### src/rtl/lite16_pkg.sv
// Shared definitions for the LITE-16 sequencer: opcodes, FSM state
// encoding, write-back select codes and the handshake timeout counter width.
package lite16_pkg;

  localparam logic [3:0] OP_ALUI = 4'hA;
  localparam logic [3:0] OP_LD   = 4'hB;
  localparam logic [3:0] OP_ST   = 4'hC;
  localparam logic [3:0] OP_JMP  = 4'hD;
  localparam logic [3:0] OP_JAL  = 4'hE;
  localparam logic [3:0] OP_HALT = 4'hF;

  localparam int TMO_W = 8;

  typedef enum logic [2:0] {
    ST_FETCH,
    ST_DECODE,
    ST_EXEC,
    ST_MEM,
    ST_WB,
    ST_HALT,
    ST_FAULT
  } state_t;

  typedef enum logic [1:0] {
    WB_ALU,
    WB_LOAD,
    WB_LINK
  } wb_sel_t;

  typedef struct packed {
    logic    ri;
    logic    jmp;
    logic    fn;
    logic    writes;
    logic    is_mem;
    logic    is_store;
    logic    is_halt;
    wb_sel_t wb_sel;
  } ctrl_t;

  function automatic logic [15:0] pc_inc(input logic [15:0] p);
    return p + 16'd1;
  endfunction

endpackage

### src/rtl/lite16_if.sv
// Instruction and data memory request/acknowledge bus of the LITE-16 core.
interface lite16_if;

  logic        imem_req;
  logic [15:0] imem_addr;
  logic        imem_ack;
  logic [15:0] imem_rdata;
  logic        dmem_req;
  logic        dmem_we;
  logic [15:0] dmem_addr;
  logic [15:0] dmem_wdata;
  logic        dmem_ack;
  logic [15:0] dmem_rdata;

  modport master (
    output imem_req, imem_addr, dmem_req, dmem_we, dmem_addr, dmem_wdata,
    input  imem_ack, imem_rdata, dmem_ack, dmem_rdata
  );

  modport slave (
    input  imem_req, imem_addr, dmem_req, dmem_we, dmem_addr, dmem_wdata,
    output imem_ack, imem_rdata, dmem_ack, dmem_rdata
  );

endinterface

### src/rtl/lite16_decoder.sv
// Combinational opcode decoder: maps IR[3:0] to register fetch unit
// controls and the sequencing attributes the FSM needs.
module lite16_decoder
  import lite16_pkg::*;
(
  input  logic [3:0] opcode,
  output ctrl_t      ctrl
);

  always_comb begin
    ctrl.ri       = 1'b0;
    ctrl.jmp      = 1'b0;
    ctrl.fn       = 1'b0;
    ctrl.writes   = 1'b0;
    ctrl.is_mem   = 1'b0;
    ctrl.is_store = 1'b0;
    ctrl.is_halt  = 1'b0;
    ctrl.wb_sel   = WB_ALU;
    case (opcode)
      OP_ALUI: begin
        ctrl.ri     = 1'b1;
        ctrl.writes = 1'b1;
      end
      OP_LD: begin
        ctrl.fn     = 1'b1;
        ctrl.writes = 1'b1;
        ctrl.is_mem = 1'b1;
        ctrl.wb_sel = WB_LOAD;
      end
      OP_ST: begin
        ctrl.is_mem   = 1'b1;
        ctrl.is_store = 1'b1;
      end
      OP_JMP: ctrl.jmp = 1'b1;
      OP_JAL: begin
        ctrl.jmp    = 1'b1;
        ctrl.fn     = 1'b1;
        ctrl.writes = 1'b1;
        ctrl.wb_sel = WB_LINK;
      end
      OP_HALT: ctrl.is_halt = 1'b1;
      // 0x0-0x9 are register-register ALU operations
      default: ctrl.writes = 1'b1;
    endcase
  end

endmodule

### src/rtl/lite16_sequencer.sv
// LITE-16 multi-cycle control FSM: instruction fetch, decode, optional data
// memory access and write-back, with a handshake timeout that traps to FAULT.
module lite16_sequencer
  import lite16_pkg::*;
#(
  parameter logic [15:0] RESET_PC = 16'h0000,
  parameter int          TIMEOUT  = 255
) (
  input  logic        clk,
  input  logic        rst,
  lite16_if.master    bus,
  input  logic [15:0] a,
  input  logic [15:0] b,
  input  logic [15:0] alu_y,
  output logic [3:0]  i4_7,
  output logic [3:0]  i8_11,
  output logic [3:0]  i12_15,
  output logic        ri,
  output logic        st,
  output logic        jmp,
  output logic        fn,
  output logic [15:0] r,
  output logic [15:0] pc,
  output logic        halted,
  output logic        fault
);

  localparam logic [TMO_W-1:0] TMO_LAST = TMO_W'(TIMEOUT - 1);

  state_t             state_reg, state_next;
  logic [15:0]        ir_reg;
  logic [15:0]        pc_reg;
  logic [15:0]        load_reg;
  logic               imem_req_reg;
  logic               dmem_req_reg;
  logic [TMO_W-1:0]   wait_cnt_reg, wait_cnt_next;
  ctrl_t              ctrl;
  logic               fetch_wait, mem_wait, fetch_done, mem_done, timed_out;

  lite16_decoder u_decoder (
    .opcode (ir_reg[3:0]),
    .ctrl   (ctrl)
  );

  // An ack only counts while our own request is actually on the bus.
  assign fetch_wait = (state_reg == ST_FETCH) && imem_req_reg;
  assign mem_wait   = (state_reg == ST_MEM) && dmem_req_reg;
  assign fetch_done = fetch_wait && bus.imem_ack;
  assign mem_done   = mem_wait && bus.dmem_ack;
  assign timed_out  = ((fetch_wait && !bus.imem_ack) || (mem_wait && !bus.dmem_ack))
                      && (wait_cnt_reg == TMO_LAST);

  always_comb begin
    state_next    = state_reg;
    wait_cnt_next = (fetch_wait || mem_wait) ? wait_cnt_reg + TMO_W'(1) : '0;
    st            = 1'b1;
    r             = '0;
    case (state_reg)
      ST_FETCH: begin
        if (fetch_done)     state_next = ST_DECODE;
        else if (timed_out) state_next = ST_FAULT;
      end
      ST_DECODE: state_next = ctrl.is_halt ? ST_HALT : ST_EXEC;
      ST_EXEC:   state_next = ctrl.is_mem ? ST_MEM : ST_WB;
      ST_MEM: begin
        if (mem_done)       state_next = ST_WB;
        else if (timed_out) state_next = ST_FAULT;
      end
      ST_WB: begin
        state_next = ST_FETCH;
        st         = ~ctrl.writes;
        case (ctrl.wb_sel)
          WB_LOAD: r = load_reg;
          WB_LINK: r = pc_inc(pc_reg);
          default: r = alu_y;
        endcase
      end
      ST_HALT, ST_FAULT: state_next = state_reg;
      default: state_next = ST_FAULT;
    endcase
  end

  always_ff @(posedge clk or posedge rst) begin
    if (rst) begin
      state_reg    <= ST_FETCH;
      pc_reg       <= RESET_PC;
      ir_reg       <= '0;
      load_reg     <= '0;
      imem_req_reg <= 1'b0;
      dmem_req_reg <= 1'b0;
      wait_cnt_reg <= '0;
    end else begin
      state_reg    <= state_next;
      wait_cnt_reg <= wait_cnt_next;
      imem_req_reg <= (state_next == ST_FETCH);
      dmem_req_reg <= (state_next == ST_MEM);
      if (fetch_done) ir_reg <= bus.imem_rdata;
      if (mem_done && !ctrl.is_store) load_reg <= bus.dmem_rdata;
      if (state_reg == ST_WB) pc_reg <= ctrl.jmp ? a : pc_inc(pc_reg);
    end
  end

  assign bus.imem_req   = imem_req_reg;
  assign bus.imem_addr  = pc_reg;
  assign bus.dmem_req   = dmem_req_reg;
  assign bus.dmem_we    = dmem_req_reg && ctrl.is_store;
  assign bus.dmem_addr  = a;
  assign bus.dmem_wdata = b;

  assign i4_7   = ir_reg[7:4];
  assign i8_11  = ir_reg[11:8];
  assign i12_15 = ir_reg[15:12];
  assign ri     = ctrl.ri;
  assign jmp    = ctrl.jmp;
  assign fn     = ctrl.fn;
  assign pc     = pc_reg;
  assign halted = (state_reg == ST_HALT);
  assign fault  = (state_reg == ST_FAULT);

endmodule

### src/flat_wrapper.sv
// flat-port wrapper written by rule: the top's interface ports become plain ports
module lite16_sequencer_flat import lite16_pkg::*;
#(
  parameter logic [15:0] RESET_PC = 16'h0000,
  parameter int          TIMEOUT  = 255
)
  (clk, rst, a, b, alu_y, i4_7, i8_11, i12_15, ri, st, jmp, fn, r, pc, halted, fault, bus_imem_req, bus_imem_addr, bus_dmem_req, bus_dmem_we, bus_dmem_addr, bus_dmem_wdata, bus_imem_ack, bus_imem_rdata, bus_dmem_ack, bus_dmem_rdata);
  lite16_if bus_i ();
  input  logic clk;
  input  logic rst;
  input  logic [15:0] a;
  input  logic [15:0] b;
  input  logic [15:0] alu_y;
  output logic [3:0] i4_7;
  output logic [3:0] i8_11;
  output logic [3:0] i12_15;
  output logic ri;
  output logic st;
  output logic jmp;
  output logic fn;
  output logic [15:0] r;
  output logic [15:0] pc;
  output logic halted;
  output logic fault;
  output wire logic [$bits(bus_i.imem_req)-1:0] bus_imem_req;
  output wire logic [$bits(bus_i.imem_addr)-1:0] bus_imem_addr;
  output wire logic [$bits(bus_i.dmem_req)-1:0] bus_dmem_req;
  output wire logic [$bits(bus_i.dmem_we)-1:0] bus_dmem_we;
  output wire logic [$bits(bus_i.dmem_addr)-1:0] bus_dmem_addr;
  output wire logic [$bits(bus_i.dmem_wdata)-1:0] bus_dmem_wdata;
  input wire logic [$bits(bus_i.imem_ack)-1:0] bus_imem_ack;
  input wire logic [$bits(bus_i.imem_rdata)-1:0] bus_imem_rdata;
  input wire logic [$bits(bus_i.dmem_ack)-1:0] bus_dmem_ack;
  input wire logic [$bits(bus_i.dmem_rdata)-1:0] bus_dmem_rdata;
  assign bus_imem_req = bus_i.imem_req;
  assign bus_imem_addr = bus_i.imem_addr;
  assign bus_dmem_req = bus_i.dmem_req;
  assign bus_dmem_we = bus_i.dmem_we;
  assign bus_dmem_addr = bus_i.dmem_addr;
  assign bus_dmem_wdata = bus_i.dmem_wdata;
  assign bus_i.imem_ack = bus_imem_ack;
  assign bus_i.imem_rdata = bus_imem_rdata;
  assign bus_i.dmem_ack = bus_dmem_ack;
  assign bus_i.dmem_rdata = bus_dmem_rdata;
  lite16_sequencer #(.RESET_PC(RESET_PC), .TIMEOUT(TIMEOUT)) u_core (.clk(clk), .rst(rst), .bus(bus_i), .a(a), .b(b), .alu_y(alu_y), .i4_7(i4_7), .i8_11(i8_11), .i12_15(i12_15), .ri(ri), .st(st), .jmp(jmp), .fn(fn), .r(r), .pc(pc), .halted(halted), .fault(fault));
endmodule
### config.mk
export PLATFORM = sky130hd
export DESIGN_NAME = lite16_sequencer_flat
export DESIGN_NICKNAME = d
export VERILOG_FILES = /design/src/rtl/lite16_pkg.sv /design/src/rtl/lite16_if.sv /design/src/rtl/lite16_decoder.sv /design/src/rtl/lite16_sequencer.sv /design/src/flat_wrapper.sv
export SDC_FILE = /design/constraint.sdc
export NUM_CORES = 1
export LEC_CHECK = 0
export ABC_AREA = 1
export CAP_MARGIN = 20
export CORE_ASPECT_RATIO = 2
export CORE_UTILIZATION = 38
export DETAILED_ROUTE_END_ITERATION = 16
export GPL_TIMING_DRIVEN = 1
export HOLD_SLACK_MARGIN = 0.03
export PLACE_DENSITY_LB_ADDON = 0.1
export REMOVE_ABC_BUFFERS = 1
export SYNTH_ARGS = -nofsm -noshare
export SYNTH_HDL_FRONTEND = slang
export SYNTH_SLANG_ARGS = --single-unit
### constraint.sdc
create_clock -name clk -period 1.99 [get_ports clk]
set_clock_uncertainty 0.15 [all_clocks]
set_input_delay 0.199 -clock clk [delete_from_list [all_inputs] [get_ports clk]]
set_output_delay 0.199 -clock clk [all_outputs]
set_load 0.02 [all_outputs]
== After elaboration in Yosys (flattened, before gate mapping) ==
Index checks and enable logic that the tools add are counted.
W data, S select, Z words.

* Input port bits: 84
* Output and inout bits: 101
* Bits in latches: 0
* Register bits: 61
* ROM bits: 0
* Memories kept: 0
* Word-level logic and storage cells: 64
* Memory bits (writable): 0

* Muxes and demuxes: 18
* Reductions and logical operators: 21
* $mul: 0
* Eq/ne operators: 16
* Div/mod/pow operators: 0
* Order comparisons: 0
* Add/sub/neg operators: 2
* Shifts and indexed selects: 0
* Bitwise gates (word level): 0

{| class="wikitable"
|+ Operators with widths
! operator !! count
|-
| $mux W16 || 2
|-
| $pmux W16 S2 || 1
|-
| $eq A4 B4 Y1 const B || 6
|-
| $pmux W3 S6 || 1
|-
| $add A16 B1 Y16 const B || 1
|-
| $mux W3 || 5
|-
| $eq A3 B2 Y1 const B || 3
|-
| $eq A3 B3 Y1 const B || 3
|-
| $logic_and A1 B1 Y1 || 9
|-
| $add A8 B1 Y8 const B || 1
|-
| $eq A8 B8 Y1 const B || 1
|-
| $mux W8 || 1
|-
| $reduce_or A2 Y1 || 4
|-
| $mux W1 || 7
|-
| $logic_not A3 Y1 || 2
|-
| $pmux W2 S2 || 1
|-
| $eq A3 B1 Y1 const B || 1
|-
| $logic_not A1 Y1 || 3
|-
| $reduce_or A3 Y1 || 1
|-
| $eq A2 B1 Y1 const B || 1
|-
| $eq A2 B2 Y1 const B || 1
|-
| $logic_or A1 B1 Y1 || 2
|}

== Longest topological paths before layout ==
Gate-level depths: netlist of run 1.

* Word-level depth: 9
* Gate-level depth with buffers: 10
* Gate-level depth less buffers: 9

== Hierarchy ==
From an unflattened synthesis of run 1, not the netlist that was laid out.

* Cells, all modules: 564
* Area, all modules: 4,062.6 um^2

{| class="wikitable"
|+ Modules (own cells, without submodules)
! module !! instances !! sequential area each (um^2) !! area an instance (um^2) !! cells each
|-
| lite16_sequencer || 1 || 1,526.5 || 3,962.6 || 540
|-
| lite16_decoder || 1 || 0.0 || 100.1 || 24
|}

== Least setup slack after synthesis of run 1 ==
OpenSTA, ideal clock, no wires.

* Path type: register to output
* Start: register u_core.ir_reg[0]
* End: output r[10]
* Buffers on the path: 1
* Stages on the path, launching flop included: 10
* Arrival time: 1,966 ps
* Required time: 1,641 ps
* Path slack: -325 ps
* Path through: dfrtp_1 > nor2_1 > inv_1 > nor2_1 > inv_1 > ha_1 > inv_1 > clkbuf_1 > a21oi_1 > a21oi_1

* Word-level cells in the longest chain between the ends: 5
* Elaborated cells on any way between the ends: 7
* Classes of those cells: eq/ne (4); mux (3)

{| class="wikitable"
|+ RTL lines
! element !! line !! RTL
|-
| start: declaration || lite16_sequencer.sv:31 || <nowiki>logic [15:0] ir_reg;</nowiki>
|-
| start signal: assignment || lite16_sequencer.sv:97 || <nowiki>if (fetch_done) ir_reg <= bus.imem_rdata;</nowiki>
|-
| $eq A4 B4 Y1 || lite16_decoder.sv:19 || <nowiki>case (opcode)</nowiki>
|-
| $pmux W2 S2 (*) || lite16_decoder.sv:19 ||
|-
| $eq A2 B2 Y1 or $eq A2 B1 Y1 (tied branches) || lite16_sequencer.sv:72 || <nowiki>case (ctrl.wb_sel)</nowiki>
|-
| $pmux W16 S2 (*) || lite16_sequencer.sv:72 ||
|-
| $mux W16 (*) || lite16_sequencer.sv:58 || <nowiki>case (state_reg)</nowiki>
|-
| end: declaration || flat_wrapper.sv:21 || <nowiki>output logic [15:0] r;</nowiki>
|}

Every way passes the cells marked *; elsewhere a longest branch is shown, timed or not.

== Worst setup path after layout of run 1 ==
* Start: register u_core.ir_reg[0]
* End: output r[1]

Same word-level chain as after synthesis.

==> results of run 1 <==
synth_stat cells, types with 2 or more instances:
cell type	n
sky130_fd_sc_hd__o21ai_0	32
sky130_fd_sc_hd__o21bai_1	2
sky130_fd_sc_hd__a21oi_1	47
sky130_fd_sc_hd__mux2_2	6
sky130_fd_sc_hd__nor3_1	6
sky130_fd_sc_hd__clkbuf_1	8
sky130_fd_sc_hd__nand2_1	117
sky130_fd_sc_hd__nand3_1	27
sky130_fd_sc_hd__inv_1	49
sky130_fd_sc_hd__xor2_1	8
sky130_fd_sc_hd__a22oi_1	9
sky130_fd_sc_hd__inv_2	2
sky130_fd_sc_hd__dfrtp_1	61
sky130_fd_sc_hd__nand2_2	3
sky130_fd_sc_hd__buf_2	2
sky130_fd_sc_hd__nand4_1	8
sky130_fd_sc_hd__buf_4	63
sky130_fd_sc_hd__ha_1	6
sky130_fd_sc_hd__nor2_1	36
sky130_fd_sc_hd__mux2_4	10
final cells by class:
type,count,area [um^2],area share [%]
sequential,61,1526,23.63
timing repair buffer,230,2237,34.62
clock buffer,11,242.7,3.757
multi-input combinational,326,2033,31.47
tap,135,168.9,2.614
clock inverter,4,48.80,0.7552
inverter,52,203.9,3.156
report_power, final:
group          leakage, uW  internal, uW  total [uW]  switching [uW]
logic              0.00229           147         227            80.3
clock network     0.000145           993        1520             531
registers         0.000748          1240        1240               0
kinds of logic after synthesis:
kind of cell | count (synthesis) | share of synthesized area, %
AOI/OAI and AO/OA | 92 | 12.35
xor gates and xnor gates | 9 | 1.979
adders and majority gates | 6 | 1.885
buffers and inverters | 126 | 18.32
DFF | 61 | 38.33
muxes | 16 | 5.466
and+or+nand+nor | 203 | 21.68
critical path, delay by kind of cell, from the launching register on:
kind / cells / cell delay [ns]
flip-flops: 1 / 0.37
AND/OR/NAND/NOR: 2 / 0.10
adder cells (fa/ha/maj): 1 / 0.28
AO/OA/AOI/OAI: 2 / 0.19
buffers and inverters: 6 / 0.71
how the worst min path moves through the flow:
stage / slack (ns) / cells after the start / startpoint / end
floorplan: 0.16 / 2 / bus_imem_rdata[0] / u_core.ir_reg[0]
global placement: 0.25 / 0 / b[0] / bus_dmem_wdata[0]
detailed placement: 0.25 / 0 / b[0] / bus_dmem_wdata[0]
CTS: 0.12 / 3 / rst / u_core.load_reg[15]
global route: 0.13 / 3 / rst / u_core.load_reg[15]
finish: 0.1 / 3 / rst / u_core.load_reg[15]
layer usage:
| metal | vias to the layer above | wire, um |
|---|---|---|
| met5 | - | 0 |
| met4 | 0 | 806 |
| met3 | 50 | 892 |
| met2 | 209 | 7343 |
| met1 | 1841 | 4495 |
| li1 | 1943 | - |
metrics by stage:
stage               setup TNS (ns)  cell area (um^2)  total power (uW)  hold WS (ns)
floorplan                   -4.341              3450              1283        0.1586
global placement            -7.672              5693              1491        0.2483
detailed placement          -9.102              5693              1492        0.2483
CTS                         -5.216              6250              3031        0.1175
global route                -6.513              6461              3094        0.1317
finish                      -4.943              6461              2993       0.09929
repair_timing:
item                                    CTS  global route
endpoints found under the setup margin   23            22
gates resized for setup                 150            50
cloned                                    3             1
pin swaps                                18            15
setup buffers                             7             1
==> summary by stage, run 1 <==
Clock tree
The maximum root-to-sink buffer count is 2. Clock-pin slew was measured on the worst setup and hold paths at 0.05 ns. Counting the buffers created by CTS gives 9. In this run the clock root is driven by a sky130_fd_sc_hd__clkbuf_16.

In this run, post-CTS hold repair placed 0 buffers. The clock tree from TritonCTS is done. The clock net in this run drives a total of 61 sinks.

The later-pin clock latency in the skew report is 0.32 ns. The H-tree was split into 3 levels.

GRT
The met3 track utilization from global routing is 6.036%. The most congested layer reported by global routing is met2. In the global route stage, met2 resource usage came out at 45.41%. The wire length of the first global-routing pass is 20590 um. The global-route usage over all layers is 25.35%. Summed over all layers, the global routing overflow is 0.

Entering global routing, the biggest net connects 62 pins. The number of global-route vias before repair is 4244. The initial antenna violation count is 0. The global-route track usage on met1 is 24.80%.

Setup path
The termination of the worst setup path is r[1]. Data arrives at the worst endpoint at 1.98 ns. STA classifies the critical path startpoint as a flop.

In this run the register-to-register setup slack is 0.12 ns. The startpoint identified for the worst register-to-register timing path is u_core.ir_reg[1]. The cell at the slowest stage of the critical path is sky130_fd_sc_hd__dfrtp_1.

The setup path with the least slack is of type flop to primary output. Measured in cells, the most critical reg-to-reg path has a length of 12. The worst setup path is captured at a primary output. Of all nets on the critical path, the largest fanout is 8. Walking the worst path, the cells encountered are buf_6 -> nand2_4 -> inv_4 -> nand2_4 -> buf_6 -> ha_4 -> inv_6 -> buf_12 -> a21oi_2 -> a21oi_1 -> buf_4. The startpoint of the most critical setup path is u_core.ir_reg[0]. At the worst endpoint, the required time is 1.64 ns. The largest stage delay on the critical path is 0.37 ns. The worst register-to-register path ends at u_core.bus.imem_addr[0].

Placement
The detailed-placement wirelength estimate is 9765 um. Before CTS, the worst setup slack after placement is -0.5817 ns. After detailed placement, the design holds a cell count of 793.

The count of port buffers added during placement is 152. The congestion estimate from routability-driven global placement came to 0.8954.

Layout
Excluding fillers, the count of instances in the completed layout stands at 819. The final standard cell utilization of the core is 63.66%. In the final design database the tool counted 770 nets. The number of fillers in the final layout is 902. Leaving out fill and tap cells, the most frequent cell in the layout is sky130_fd_sc_hd__clkdlybuf4s50_1. The area added between synthesis and finish is 62.24%. Leaving out fill and tap cells, the most frequent cells in the layout are sky130_fd_sc_hd__clkdlybuf4s50_1, sky130_fd_sc_hd__nand2_1, sky130_fd_sc_hd__buf_4. The number of antenna cells inserted is 0. In the final layout, the share of cells above drive strength 1 is 27.63%.

Power
The total leakage power is 0.003180 uW. The worst-case IR drop observed on VDD is 0.5350 mV. The power per standard cell area is 463.2 nW/um^2.

Floorplanning
Once the floorplan was initialized, standard cells occupied 39.24% of the core. The floorplan has 52 rows. The overall die area is 10920 um^2.

The die width is 74.39 um. The core outline area is 10150 um^2. The die height is 146.8 um. 185 I/O pins were placed.

Synth
In this run the cell area of the synthesized design comes to 3983 um^2. The main flop type after synthesis is sky130_fd_sc_hd__dfrtp_1. Yosys printed 0 warnings. The count of distinct cell types in the synthesized netlist is 31.

The number of enable-type register cells in the synthesized netlist is 0. Synthesis produced 513 cells. After synthesis, the cell types taking the most area are sky130_fd_sc_hd__dfrtp_1, sky130_fd_sc_hd__buf_4, sky130_fd_sc_hd__nand2_1. Of all flip-flops after synthesis, the portion carrying an async set or reset was 100.0%.

The share of the yosys chip area belonging to registers is 38.33%. A synthesized cell averages 7.763 um^2. The biggest area contributor in the post-synthesis netlist is sky130_fd_sc_hd__dfrtp_1. After synthesis, the largest area contributor takes up 38.33% of total cell area. In this run, synthesis produced a sequential element count of 61.

Timing
Setup slack on the critical path of the routed design comes to -0.3381 ns. Setup violations remaining at the end of the flow were counted as 16. At the pin with the least slew margin, the transition time is 0.3488 ns. Timing would allow up to 0.4295 GHz. Setup repair after global routing could not meet its margin everywhere. The minimum clock period after layout is 2.328 ns. In this run the tightest slew margin relative to its limit is 76.57%. The number of pins exceeding their max-slew limit in the final report was 0. The share of the clock period used by the worst path after layout is 117.0%. The final hold violation count is 0.

Routing
The remaining antenna violation count is 0. The initial detailed-routing violation count is 180. Before antenna repair, the detailed router went through 5 iterations.

In the final routed layout, each cell accounts on average for 16.53 um. Summing over every cut layer, the via total after detailed routing is 4043. For this run, design rule violations remaining after detail routing come to 0.

After detailed routing, the number of vias per cell comes to 4.937. The routed wire length is 13540 um.

Run status
The checks that failed: negative setup slack. The flow ran to the end, but the final reports show violations.

Job
Across the run, the number of max-cap violations was 0.

Worst hold path
The classification of the worst-slack hold path is input pin to async pin.
Note: power is estimated with default switching activity, not from simulation.
==> run 2, diff against run 1 <==
Settings changed: CORE_UTILIZATION 38 to 40, REMOVE_ABC_BUFFERS 1 to not set.
Clock period 1.99 ns to 2.5 ns, I/O delays scaled along.
==> run 2 against run 1 <==
Against the previous run:
- the run now ends clean
- final area decreased by 11%
- count of clock-buffer cells in the layout unchanged
- sequential cell count unchanged
- routed wire length down 13%
- power fell by 20%
- die area shrank 4.9%
- non-clock buffer count is 37 lower
- sequential share of layout area rose by 2.8 points
- critical endpoint is now r[8]
- largest power group unchanged
==> summary by stage, run 2 (synthesis results as in run 1) <==
Floorplanning
The overall die area is 10380 um^2. For this configuration, the core starts out at a cell density of 41.06%. The floorplan has 51 rows.

The die height is 143.1 um. After floorplanning, the core was sized to cover 9699 um^2. From left edge to right edge, the die measures 72.56 um. In this run the count of I/O pins placed on the die edge is 185.

Power
Summed over all cells, the static leakage comes to 0.002960 uW. The clock network burns 51.4% of the power. The switching power summed over all nets is 482.9 uW. The power per standard cell area is 415.7 nW/um^2. The internal power contribution is 1921 uW. The post-route total power is 2404 uW. The combinational fraction of design power is 7.5%.

The worst-case IR drop observed on VDD is 0.4316 mV. The share of total power in sequential cells is 41.1%. The fraction of power spent switching nets is 20.09%.

Placement
Counting tap cells, the placed design contains a total of 764 instances. Once detailed placement completed, the half-perimeter wirelength came to 9258 um. Timing analysis after detailed placement gives a worst setup slack of -0.1454 ns. Routability-driven placement finished with a final weighted congestion of 0.9101.

The count of port buffers added during placement is 152.

Routing
The routed layout has 3897 vias. The DRC violation count after routing is 0. The routed design has 11790 um of wire. The detailed-router iteration count before antenna repair is 4.

The count of nets left with antenna violations once routing finished came out at 0. The initial detailed-routing violation count is 160. The via count normalized by instance count is 5.003. The routed wire length per instance is 15.13 um.

Clock tree
For this design, the CTS-stage hold fixing added 0 buffers. The clock root buffer master is sky130_fd_sc_hd__clkbuf_16. The maximum root-to-sink buffer count is 2. The number of clock buffers added by TritonCTS is 9.

The clock reaches the later pin of the worst-skew pair after 0.32 ns. The clock tree from TritonCTS is done. The number of clock sinks is 61. The depth of the CTS H-tree is 3.

The clock-pin slew on the worst setup and hold paths is 0.05 ns.

Timing
Counting I/O delays and the setup requirement, the final critical path takes 2.384 ns. The number of pins exceeding their max-slew limit in the final report is 0. Setup repair after global routing could not meet its margin everywhere. Measured against its own limit, the worst slew margin works out to 75.01%. The final hold violation count came to 0. The final critical path takes up 95.37% of the cycle. The setup slack of the critical path after layout is 0.1158 ns. The maximum achievable frequency is 0.4194 GHz. The transition time of the tightest slew-check pin is 0.3721 ns. The minimum hold slack is 0.1523 ns. The final count of negative-setup-slack endpoints is 0.

Setup path
The largest stage delay on the critical path is 0.38 ns. For flop-to-flop paths, the worst setup slack is 0.72 ns. Traced cell by cell, the critical path runs through nor2_2 -> inv_1 -> nor2_2 -> inv_2 -> buf_4 -> ha_2 -> buf_6 -> a21oi_1 -> a21oi_1 -> buf_2. Data on the critical path is required at its endpoint by 2.10 ns. The endpoint identified for the worst register-to-register timing path is u_core.load_reg[15]. The worst setup path is launched from a flop.

In this run the worst path has a maximum fanout of 9. The slowest stage of the critical path belongs to the cell sky130_fd_sc_hd__dfrtp_1. The source of the worst register-to-register timing path is u_core.ir_reg[2].

For the worst flop-to-flop path, the logic depth is 6. The setup path with the least slack is of type flop to primary output. STA puts the critical path data arrival time at 1.98 ns.

The worst setup path is captured at a primary output.

GRT
The initial antenna violation count is 0. The number of global-route vias before repair is 4023. The global-route usage over all layers is 23.61%.

Entering global routing, the biggest net connects 62 pins. The first global-routing pass estimated 18600 um of wire. The aggregate global routing overflow is 0.

Layout
Compared with the post-synthesis result, the final layout area differs by 45.18%. The number of cells in the finished layout apart from fillers is 779. The most common library cell in the layout ignoring fill and taps is sky130_fd_sc_hd__clkdlybuf4s50_1. The post-route netlist has 17.31% of its cells at a drive strength greater than 1.

Fill cells in the final layout number 919. In the layout the commonest cells are sky130_fd_sc_hd__clkdlybuf4s50_1, sky130_fd_sc_hd__nand2_1, sky130_fd_sc_hd__dfrtp_1. Measured on the finished design, the core utilization comes to 59.61%. The number of antenna cells inserted is 0. For this run, the post-layout net count is 733.

Job
The tool flagged a number of max-cap violations equal to 0.

Synth
The net count of the mapped netlist is 603.

Run status
The flow ran to the end, and the final reports show no timing, DRC or antenna violations.

Worst hold path
In this run the worst hold path is classified as input pin to async pin.
## run 2: cell types whose count changed in the layout (fill, tap and decap cells not counted), moves of 9 or more
cell	previous run	this run
sky130_fd_sc_hd__a21oi_1	20	41
sky130_fd_sc_hd__a21oi_2	17	6
sky130_fd_sc_hd__a21oi_4	10	0
sky130_fd_sc_hd__buf_4	71	41
sky130_fd_sc_hd__buf_6	14	2
sky130_fd_sc_hd__o21ai_0	22	31
sky130_fd_sc_hd__o21ai_1	10	1
## run 2: worst max-delay path, delay by kind of cell, from the launching register on
family	cells	cell delay, ns
buf+inv	5	0.58
fa+ha+maj	1	0.20
compound gates	2	0.27
flops	1	0.38
simple gates	2	0.23
## run 2: worst max path at each step
stage                                 from     to  slack (ns)  cells after the start
after floorplan           u_core.ir_reg[0]  r[10]        0.13                      9
after global placement    u_core.ir_reg[0]  r[11]       -0.04                     10
after detailed placement  u_core.ir_reg[1]   r[3]       -0.15                     11
after CTS                 u_core.ir_reg[1]  r[11]       0.005                     11
after global routing      u_core.ir_reg[1]  r[13]      -0.005                     11
final                     u_core.ir_reg[0]   r[8]        0.12                     10
## run 2: final cells by class
type,count,area [um^2],area share (%)
Sequential cell,61,1526,26.40
Clock buffer,11,252.7,4.371
Timing Repair Buffer,193,1822,31.51
Multi-Input combinational cell,326,1772,30.64
Clock inverter,4,47.55,0.8223
Tap cell,132,165.2,2.857
Inverter,52,196.4,3.398
## run 2: power by group through the flow
stage	combinational [uW]	sequential [uW]	clock, uW
3_3_place_gp	183	1010	0
3_5_place_dp	183	1010	0
2_1_floorplan	90.5	1010	0
4_1_cts	184	988	1260
6_report	180	989	1230
5_1_grt	193	988	1300
## run 2: repair_timing
item / in CTS / in global routing
setup endpoints to repair: 16 / 17
setup buffers: 0 / 0
resized for setup: 67 / 19
pin swaps: 1 / 3
cloned: 0 / 0
## run 2: per-layer routing
layer / part of all wire, % / up-vias / track usage (%) / routed length, um
li1: - / 1863 / - / -
met1: 35 / 1831 / 22.70 / 4109
met3: 4.6 / 37 / 3.387 / 545
met2: 56 / 166 / 44.42 / 6560
met5: 0 / - / 0 / 0
met4: 4.8 / 0 / 16.20 / 569
## run 2: per-stage QoR
| stage | area [um^2] | TNS (ns) |
|---|---|---|
| finish | 5782 | 0 |
| global route | 5782 | -0.004739 |
| detailed placement | 5494 | -1.517 |
| floorplan | 3983 | 0 |
| global placement | 5494 | -0.2712 |
| CTS | 5731 | 0 |
==> run 3, diff against run 2 <==
Settings changed: CAP_MARGIN 20 to not set.
==> results of run 3 <==
Final layout, timing and power as in run 2 (identical DEF).
